File: src/rtl/operand_fetch_if.sv
// Operand fetch bus: decode request fields, execute-stage results and the
// single synchronous RAM/SFR read port.
interface operand_fetch_if #(
  parameter int MODE_W = 3
);
  // Request from decode
  logic              start;
  logic [MODE_W-1:0] a_mode;
  logic [MODE_W-1:0] b_mode;
  logic [7:0]        a_sel;
  logic [7:0]        b_sel;
  logic [7:0]        imm;
  logic [7:0]        acc_in;
  logic [7:0]        b_in;
  logic [7:0]        psw_in;
  logic [3:0]        alu_op_in;
  logic [7:0]        instr_in;
  // Memory read port
  logic              ram_rd_en;
  logic [7:0]        ram_addr;
  logic              ram_ind;
  logic [7:0]        ram_rd_data;
  // Results to execute
  logic              busy;
  logic              valid;
  logic [7:0]        a_data;
  logic [7:0]        b_data;
  logic [2:0]        a_bit_location;
  logic [2:0]        b_bit_location;
  logic              bit_en;
  logic [3:0]        alu_op;
  logic [7:0]        instruction;

  // Environment side: decode, memory and execute
  modport master (
    output start, a_mode, b_mode, a_sel, b_sel, imm, acc_in, b_in, psw_in,
           alu_op_in, instr_in, ram_rd_data,
    input  ram_rd_en, ram_addr, ram_ind, busy, valid, a_data, b_data,
           a_bit_location, b_bit_location, bit_en, alu_op, instruction
  );

  // Operand fetch stage side
  modport slave (
    input  start, a_mode, b_mode, a_sel, b_sel, imm, acc_in, b_in, psw_in,
           alu_op_in, instr_in, ram_rd_data,
    output ram_rd_en, ram_addr, ram_ind, busy, valid, a_data, b_data,
           a_bit_location, b_bit_location, bit_en, alu_op, instruction
  );
endinterface

File: src/rtl/operand_fetch.sv
// Multi-cycle operand fetch: resolves operands A then B through one
// synchronous read port and hands them to execute with a one-cycle strobe.
module operand_fetch #(
  parameter logic [7:0] BIT_BASE = 8'h20,
  parameter int         MODE_W   = 3
) (
  input  logic          clk,
  input  logic          rst,
  operand_fetch_if.slave bus
);

  localparam logic [MODE_W-1:0] M_NONE = MODE_W'(0);
  localparam logic [MODE_W-1:0] M_ACC  = MODE_W'(1);
  localparam logic [MODE_W-1:0] M_IMM  = MODE_W'(2);
  localparam logic [MODE_W-1:0] M_REG  = MODE_W'(3);
  localparam logic [MODE_W-1:0] M_DIR  = MODE_W'(4);
  localparam logic [MODE_W-1:0] M_IND  = MODE_W'(5);
  localparam logic [MODE_W-1:0] M_BIT  = MODE_W'(6);
  localparam logic [MODE_W-1:0] M_BREG = MODE_W'(7);

  typedef enum logic [2:0] {
    S_IDLE, S_A_PTR, S_A_RD, S_A_CAP, S_B_PTR, S_B_RD, S_B_CAP, S_DONE
  } state_t;

  state_t            state_q;
  logic [MODE_W-1:0] b_mode_q;
  logic [7:0]        b_sel_q;
  logic [1:0]        rs_q;
  logic              rd_en_q, ind_q, busy_q, valid_q, bit_en_q;
  logic [7:0]        addr_q, a_data_q, b_data_q, instr_q;
  logic [2:0]        a_bit_q, b_bit_q;
  logic [3:0]        alu_op_q;

  // Only the register-bank bits of PSW steer addressing
  logic unused_psw_bits;
  assign unused_psw_bits = ^{bus.psw_in[7:5], bus.psw_in[2:0]};

  function automatic logic is_mem(input logic [MODE_W-1:0] m);
    return (m == M_REG) || (m == M_DIR) || (m == M_IND) || (m == M_BIT);
  endfunction

  // First address issued for a memory mode; for IND this is the pointer cell
  function automatic logic [7:0] first_addr(input logic [MODE_W-1:0] m,
                                            input logic [7:0] sel,
                                            input logic [1:0] rs);
    case (m)
      M_REG:   return {3'b000, rs, sel[2:0]};
      M_IND:   return {3'b000, rs, 2'b00, sel[0]};
      M_BIT:   return sel[7] ? {sel[7:3], 3'b000} : BIT_BASE + {4'h0, sel[6:3]};
      default: return sel;
    endcase
  endfunction

  function automatic logic [7:0] direct_val(input logic [MODE_W-1:0] m,
                                            input logic [7:0] acc,
                                            input logic [7:0] breg,
                                            input logic [7:0] im);
    case (m)
      M_ACC:   return acc;
      M_BREG:  return breg;
      M_IMM:   return im;
      default: return 8'h00;
    endcase
  endfunction

  // The second IND read targets the pointer byte arriving this very cycle
  assign bus.ram_addr       = ind_q ? bus.ram_rd_data : addr_q;
  assign bus.ram_rd_en      = rd_en_q;
  assign bus.ram_ind        = ind_q;
  assign bus.busy           = busy_q;
  assign bus.valid          = valid_q;
  assign bus.a_data         = a_data_q;
  assign bus.b_data         = b_data_q;
  assign bus.a_bit_location = a_bit_q;
  assign bus.b_bit_location = b_bit_q;
  assign bus.bit_en         = bit_en_q;
  assign bus.alu_op         = alu_op_q;
  assign bus.instruction    = instr_q;

  // Fetch sequencer with registered outputs
  always_ff @(posedge clk) begin
    if (rst) begin
      state_q  <= S_IDLE;
      b_mode_q <= M_NONE;
      b_sel_q  <= 8'h00;
      rs_q     <= 2'b00;
      rd_en_q  <= 1'b0;
      ind_q    <= 1'b0;
      busy_q   <= 1'b0;
      valid_q  <= 1'b0;
      bit_en_q <= 1'b0;
      addr_q   <= 8'h00;
      a_data_q <= 8'h00;
      b_data_q <= 8'h00;
      instr_q  <= 8'h00;
      a_bit_q  <= 3'd0;
      b_bit_q  <= 3'd0;
      alu_op_q <= 4'h0;
    end else begin
      case (state_q)
        S_IDLE: begin
          if (bus.start) begin
            b_mode_q <= bus.b_mode;
            b_sel_q  <= bus.b_sel;
            rs_q     <= bus.psw_in[4:3];
            busy_q   <= 1'b1;
            alu_op_q <= bus.alu_op_in;
            instr_q  <= bus.instr_in;
            a_bit_q  <= (bus.a_mode == M_BIT) ? bus.a_sel[2:0] : 3'd0;
            b_bit_q  <= (bus.b_mode == M_BIT) ? bus.b_sel[2:0] : 3'd0;
            bit_en_q <= (bus.a_mode == M_BIT) || (bus.b_mode == M_BIT);
            if (!is_mem(bus.a_mode))
              a_data_q <= direct_val(bus.a_mode, bus.acc_in, bus.b_in, bus.imm);
            if (!is_mem(bus.b_mode))
              b_data_q <= direct_val(bus.b_mode, bus.acc_in, bus.b_in, bus.imm);
            if (is_mem(bus.a_mode)) begin
              rd_en_q <= 1'b1;
              addr_q  <= first_addr(bus.a_mode, bus.a_sel, bus.psw_in[4:3]);
              state_q <= (bus.a_mode == M_IND) ? S_A_PTR : S_A_RD;
            end else if (is_mem(bus.b_mode)) begin
              rd_en_q <= 1'b1;
              addr_q  <= first_addr(bus.b_mode, bus.b_sel, bus.psw_in[4:3]);
              state_q <= (bus.b_mode == M_IND) ? S_B_PTR : S_B_RD;
            end else begin
              valid_q <= 1'b1;
              state_q <= S_DONE;
            end
          end
        end
        S_A_PTR: begin
          ind_q   <= 1'b1;
          state_q <= S_A_RD;
        end
        S_A_RD: begin
          rd_en_q <= 1'b0;
          ind_q   <= 1'b0;
          if (ind_q) addr_q <= bus.ram_rd_data;
          state_q <= S_A_CAP;
        end
        S_A_CAP: begin
          a_data_q <= bus.ram_rd_data;
          if (is_mem(b_mode_q)) begin
            rd_en_q <= 1'b1;
            addr_q  <= first_addr(b_mode_q, b_sel_q, rs_q);
            state_q <= (b_mode_q == M_IND) ? S_B_PTR : S_B_RD;
          end else begin
            valid_q <= 1'b1;
            state_q <= S_DONE;
          end
        end
        S_B_PTR: begin
          ind_q   <= 1'b1;
          state_q <= S_B_RD;
        end
        S_B_RD: begin
          rd_en_q <= 1'b0;
          ind_q   <= 1'b0;
          if (ind_q) addr_q <= bus.ram_rd_data;
          state_q <= S_B_CAP;
        end
        S_B_CAP: begin
          b_data_q <= bus.ram_rd_data;
          valid_q  <= 1'b1;
          state_q  <= S_DONE;
        end
        S_DONE: begin
          valid_q <= 1'b0;
          busy_q  <= 1'b0;
          state_q <= S_IDLE;
        end
        default: state_q <= S_IDLE;
      endcase
    end
  end

endmodule

File: src/flat_wrapper.sv
// flat-port wrapper written by rule: the top's interface ports become plain ports
module operand_fetch_flat 
#(
  parameter logic [7:0] BIT_BASE = 8'h20,
  parameter int         MODE_W   = 3
)
  (clk, rst, bus_start, bus_a_mode, bus_b_mode, bus_a_sel, bus_b_sel, bus_imm, bus_acc_in, bus_b_in, bus_psw_in, bus_alu_op_in, bus_instr_in, bus_ram_rd_data, bus_ram_rd_en, bus_ram_addr, bus_ram_ind, bus_busy, bus_valid, bus_a_data, bus_b_data, bus_a_bit_location, bus_b_bit_location, bus_bit_en, bus_alu_op, bus_instruction);
  operand_fetch_if #(.MODE_W(MODE_W)) bus_i ();
  input  logic clk;
  input  logic rst;
  input wire logic [$bits(bus_i.start)-1:0] bus_start;
  input wire logic [$bits(bus_i.a_mode)-1:0] bus_a_mode;
  input wire logic [$bits(bus_i.b_mode)-1:0] bus_b_mode;
  input wire logic [$bits(bus_i.a_sel)-1:0] bus_a_sel;
  input wire logic [$bits(bus_i.b_sel)-1:0] bus_b_sel;
  input wire logic [$bits(bus_i.imm)-1:0] bus_imm;
  input wire logic [$bits(bus_i.acc_in)-1:0] bus_acc_in;
  input wire logic [$bits(bus_i.b_in)-1:0] bus_b_in;
  input wire logic [$bits(bus_i.psw_in)-1:0] bus_psw_in;
  input wire logic [$bits(bus_i.alu_op_in)-1:0] bus_alu_op_in;
  input wire logic [$bits(bus_i.instr_in)-1:0] bus_instr_in;
  input wire logic [$bits(bus_i.ram_rd_data)-1:0] bus_ram_rd_data;
  output wire logic [$bits(bus_i.ram_rd_en)-1:0] bus_ram_rd_en;
  output wire logic [$bits(bus_i.ram_addr)-1:0] bus_ram_addr;
  output wire logic [$bits(bus_i.ram_ind)-1:0] bus_ram_ind;
  output wire logic [$bits(bus_i.busy)-1:0] bus_busy;
  output wire logic [$bits(bus_i.valid)-1:0] bus_valid;
  output wire logic [$bits(bus_i.a_data)-1:0] bus_a_data;
  output wire logic [$bits(bus_i.b_data)-1:0] bus_b_data;
  output wire logic [$bits(bus_i.a_bit_location)-1:0] bus_a_bit_location;
  output wire logic [$bits(bus_i.b_bit_location)-1:0] bus_b_bit_location;
  output wire logic [$bits(bus_i.bit_en)-1:0] bus_bit_en;
  output wire logic [$bits(bus_i.alu_op)-1:0] bus_alu_op;
  output wire logic [$bits(bus_i.instruction)-1:0] bus_instruction;
  assign bus_i.start = bus_start;
  assign bus_i.a_mode = bus_a_mode;
  assign bus_i.b_mode = bus_b_mode;
  assign bus_i.a_sel = bus_a_sel;
  assign bus_i.b_sel = bus_b_sel;
  assign bus_i.imm = bus_imm;
  assign bus_i.acc_in = bus_acc_in;
  assign bus_i.b_in = bus_b_in;
  assign bus_i.psw_in = bus_psw_in;
  assign bus_i.alu_op_in = bus_alu_op_in;
  assign bus_i.instr_in = bus_instr_in;
  assign bus_i.ram_rd_data = bus_ram_rd_data;
  assign bus_ram_rd_en = bus_i.ram_rd_en;
  assign bus_ram_addr = bus_i.ram_addr;
  assign bus_ram_ind = bus_i.ram_ind;
  assign bus_busy = bus_i.busy;
  assign bus_valid = bus_i.valid;
  assign bus_a_data = bus_i.a_data;
  assign bus_b_data = bus_i.b_data;
  assign bus_a_bit_location = bus_i.a_bit_location;
  assign bus_b_bit_location = bus_i.b_bit_location;
  assign bus_bit_en = bus_i.bit_en;
  assign bus_alu_op = bus_i.alu_op;
  assign bus_instruction = bus_i.instruction;
  operand_fetch #(.BIT_BASE(BIT_BASE), .MODE_W(MODE_W)) u_core (.clk(clk), .rst(rst), .bus(bus_i));
endmodule
File: config.mk
export PLATFORM = sky130hd
export DESIGN_NAME = operand_fetch_flat
export DESIGN_NICKNAME = d
export VERILOG_FILES = /design/src/rtl/operand_fetch_if.sv /design/src/rtl/operand_fetch.sv /design/src/flat_wrapper.sv
export SDC_FILE = /design/constraint.sdc
export NUM_CORES = 1
export LEC_CHECK = 0
export ABC_AREA = 0
export CAP_MARGIN = 20
export CORE_MARGIN = 3
export CORE_UTILIZATION = 47
export CTS_BUF_LIST = sky130_fd_sc_hd__clkbuf_16
export DETAILED_ROUTE_END_ITERATION = 10
export PLACE_DENSITY = 0.93
export SETUP_SLACK_MARGIN = 0.02
export SKIP_CTS_REPAIR_TIMING = 1
export SYNTH_ARGS = -nofsm -noshare
export SYNTH_HDL_FRONTEND = slang
export SYNTH_SLANG_ARGS = --single-unit
File: constraint.sdc
create_clock -name clk -period 1.8 [get_ports clk]
set_clock_uncertainty 0.05 [all_clocks]
set_input_delay 0.18 -clock clk [delete_from_list [all_inputs] [get_ports clk]]
set_output_delay 0.18 -clock clk [all_outputs]
set_load 0.02 [all_outputs]
==> impl_metrics.yaml, run 1 <==
layout:
  fin_util_pct: 77.4
  layout-drive-gt1-share_pct: 22.7
  area_delta_synth_final_pct: 58.8
  fillers: 548
  stdcell_area_sq_um: 6010
  antenna_cells: 0
  layout.nets: 721
critical_path:
  crit_type: "flop to flop"
  arrival_ps: 1950
  crit_path_end_kind: "flop"
  critPathMaxFanout: 6
  cp-start-kind: "flop"
  cp.required_ps: 2000
clock_network:
  cts_tree: "built"
  numCtsBuffers: 9
  clk_pin_slew_ps: 60
  h-tree-depth: 3
  clk_path_buf_depth: 2
  clk_latency_ps: 330
  clock-sinks: 63
  clock-root-buffer: "clkbuf_16"
yosys:
  ys_warn_count: 0
  syn-cell-area_sq_um: 3790
  yosysSeqAreaShare_pct: 33.3
  synth_cell_types: 64
  synth_ff_type: "dfxtp_1"
  syn-instance-count: 477
  ys_ff_latch: 63
  syn_avg_cell_area_sq_um: 7.94
  async_flop_share_pct: 0
  synth_nets: 554
  synth-edff-count: 0
detailed_routing:
  routedWlPerCell_um: 19.4
  viasPerCell: 6.09
  drtPass1Iterations: 5
  vias: 4572
  wl_mm: 14.6
  ant_nets: 0
  drt_iter0_drc: 469
  drc: 0
pwr:
  power_density_nw_per_um2: 1300
  power_leakage_nw: 2.48
  p_seq_share_pct: 26.5
  total_power_w: 0.00781
  clockPowerShare_pct: 22.6
  p_sw_share_pct: 38.6
  switching_power_w: 0.00302
  ir_worst_vdd_v: 0.000865
  intPower_w: 0.00480
  combPwrFrac_pct: 50.9
grt:
  grt_pass1_wl_mm: 22.4
  met3_usage_pct: 7.97
  grt_max_degree: 25
  grt_usage_pct: 31.8
  grt_pass1_vias: 4531
  busiest_layer: "met2"
  use_met1_pct: 38.2
  grt_overflow: 0
  antenna_found_initial: 0
  grtUsageMet2_pct: 52.9
sta:
  slew_viol_final: 0
  worst_pin_slew_ps: 421
  finalCritPeriodShare_pct: 97.4
  relSlewSlack_pct: 71.5
  setup_viol: 0
  fmaxAchievable_mhz: 570
  period_needed_ps: 1750
  rsz0062_at_grt: "yes"
  hold_violations: 0
floorplan:
  fp-row-count: 32
  die_w_um: 95.8
  initial_core_util_pct: 48.8
  core_area_sq_um: 7770
  die_area_sq_um: 9170
  num_io_pins: 124
  die_h_um: 95.8
flow_run:
  drv_cap: 0
placement:
  post_dp_cell_area_sq_um: 5530
  io_buffers: 117
  place_congestion: 1.05
  place_hpwl_mm: 10.9
worst_hold_path:
  hold_class: "primary input to flop"
outcome:
  status: "finished, final reports clean"
## kinds of logic (layout without fill, tap and decap cells)
group | after synthesis | in the layout | share of synthesized area (%)
compound gates | 186 | 186 | 34.6
xor+xnor | 5 | 5 | 1.16
buf+inv | 50 | 222 | 6.61
flops | 63 | 63 | 33.3
mux | 8 | 8 | 2.38
simple gates | 165 | 165 | 22.0
## worst paths after layout
kind,from,end,slack (ps),depth (start not counted)
worst min register to register,u_core.bus.a_bit_location[2]$_SDFFE_PP0P_,u_core.bus.a_bit_location[2]$_SDFFE_PP0P_,400,2
worst min-delay path,bus_b_mode[0],u_core.b_mode_q[0]$_SDFFE_PP0P_,190,3
worst max register to register,u_core.state_q[1]$_SDFFE_PP0N_,u_core.addr_q[4]$_SDFFE_PP0P_,50,6
worst max-delay path,u_core.state_q[1]$_SDFFE_PP0N_,u_core.addr_q[4]$_SDFFE_PP0P_,50,6
## registers in the layout (all words and copies together) (netlist names), 2 cells and up
name,flops
u_core.state_q,3
u_core.addr_q,8
u_core.b_sel_q,8
u_core.bus.a_bit_location,3
u_core.bus.b_data,8
u_core.bus.a_data,8
u_core.bus.alu_op,4
u_core.bus.instruction,8
u_core.rs_q,2
u_core.bus.b_bit_location,3
u_core.b_mode_q,3
## stage by stage
step | setup WS (ps) | setup TNS, ps | cells | hold WS (ps)
after floorplan | 134 | 0 | 477 | 266
after global placement | -311 | -7950 | 734 | 391
final | 46.3 | 0 | 751 | 195
after global routing | -17.0 | -33.0 | 751 | 222
after detailed placement | -455 | -9820 | 734 | 400
after CTS | -186 | -1410 | 750 | 225
## final cells by class
cell class	instances	area, sq um	share of cell area [%]
inverter	6	22.5	0.375
clock inverter	7	77.6	1.29
sequential	63	1270	21.1
clock buffer	9	225	3.75
multi-input combinational	364	2400	39.9
tap	102	128	2.12
timing repair buffer	200	1890	31.5
## cell usage in the layout, fill, tap and decap left out, types with 4 or more instances in the layout
cell             count
a211oi_1            21
a21o_1               4
a21oi_1             51
a22o_1              16
a22oi_1             16
a2bb2oi_1           16
a32oi_1              4
and3_1               4
buf_12               5
buf_4               76
clkbuf_16            9
clkdlybuf4s50_1    103
dfxtp_1             58
dfxtp_2              4
dlymetal6s2s_1      13
inv_1                5
mux2_2               8
nand2_1             69
nand2b_1            10
nand3_1             14
nand3b_1             5
nor2_1              22
nor2b_1              6
nor3_1               4
o21ai_0             14
## layer usage
layer  wire length (um)  share of wire, %
met1               5740                39
met2               7040                48
met3               1300               8.9
met4                516               3.5
met5                  0                 0
## cells in the mapped netlist (all sizes together), types with 5 or more instances
master / count / area (sq um)
nand3: 16 / 80.1
nand3b: 5 / 37.5
a22oi: 16 / 120
nor2b: 8 / 50.1
a221oi: 5 / 43.8
clkbuf: 19 / 73.8
a211oi: 22 / 165
a21o: 5 / 38.8
inv: 6 / 22.5
nor3: 5 / 25.0
mux2: 8 / 90.1
a21oi: 54 / 274
buf: 25 / 154
a22o: 16 / 140
dfxtp: 63 / 1260
nand2b: 10 / 62.6
and2: 6 / 37.5
nor2: 25 / 98.8
nand2: 71 / 274
o21ai: 17 / 85.1
a2bb2oi: 16 / 140
## critical path: stages, from the launching register on
cell and delay, ps:
dfxtp_2 330, buf_6 120, nand3b_1 270, nand2_2 140, a21o_1 200, o311a_1 340
a211oi_1 210
## power by group through the flow
stage	registers [W]	logic (W)	clock network, W
2_1_floorplan	0.00225	0.00186	0
3_3_place_gp	0.00206	0.00370	0
3_5_place_dp	0.00207	0.00377	0
4_1_cts	0.00205	0.00381	0.00177
5_1_grt	0.00211	0.00422	0.00184
6_report	0.00207	0.00397	0.00177
No activity file was read; power rests on OpenSTA's default activity.
==> inputs of run 2 (changes only) <==
SLEW_MARGIN = 30   (was unset)
==> results of run 2 <==
Final layout, timing and power as in run 1 (identical DEF).
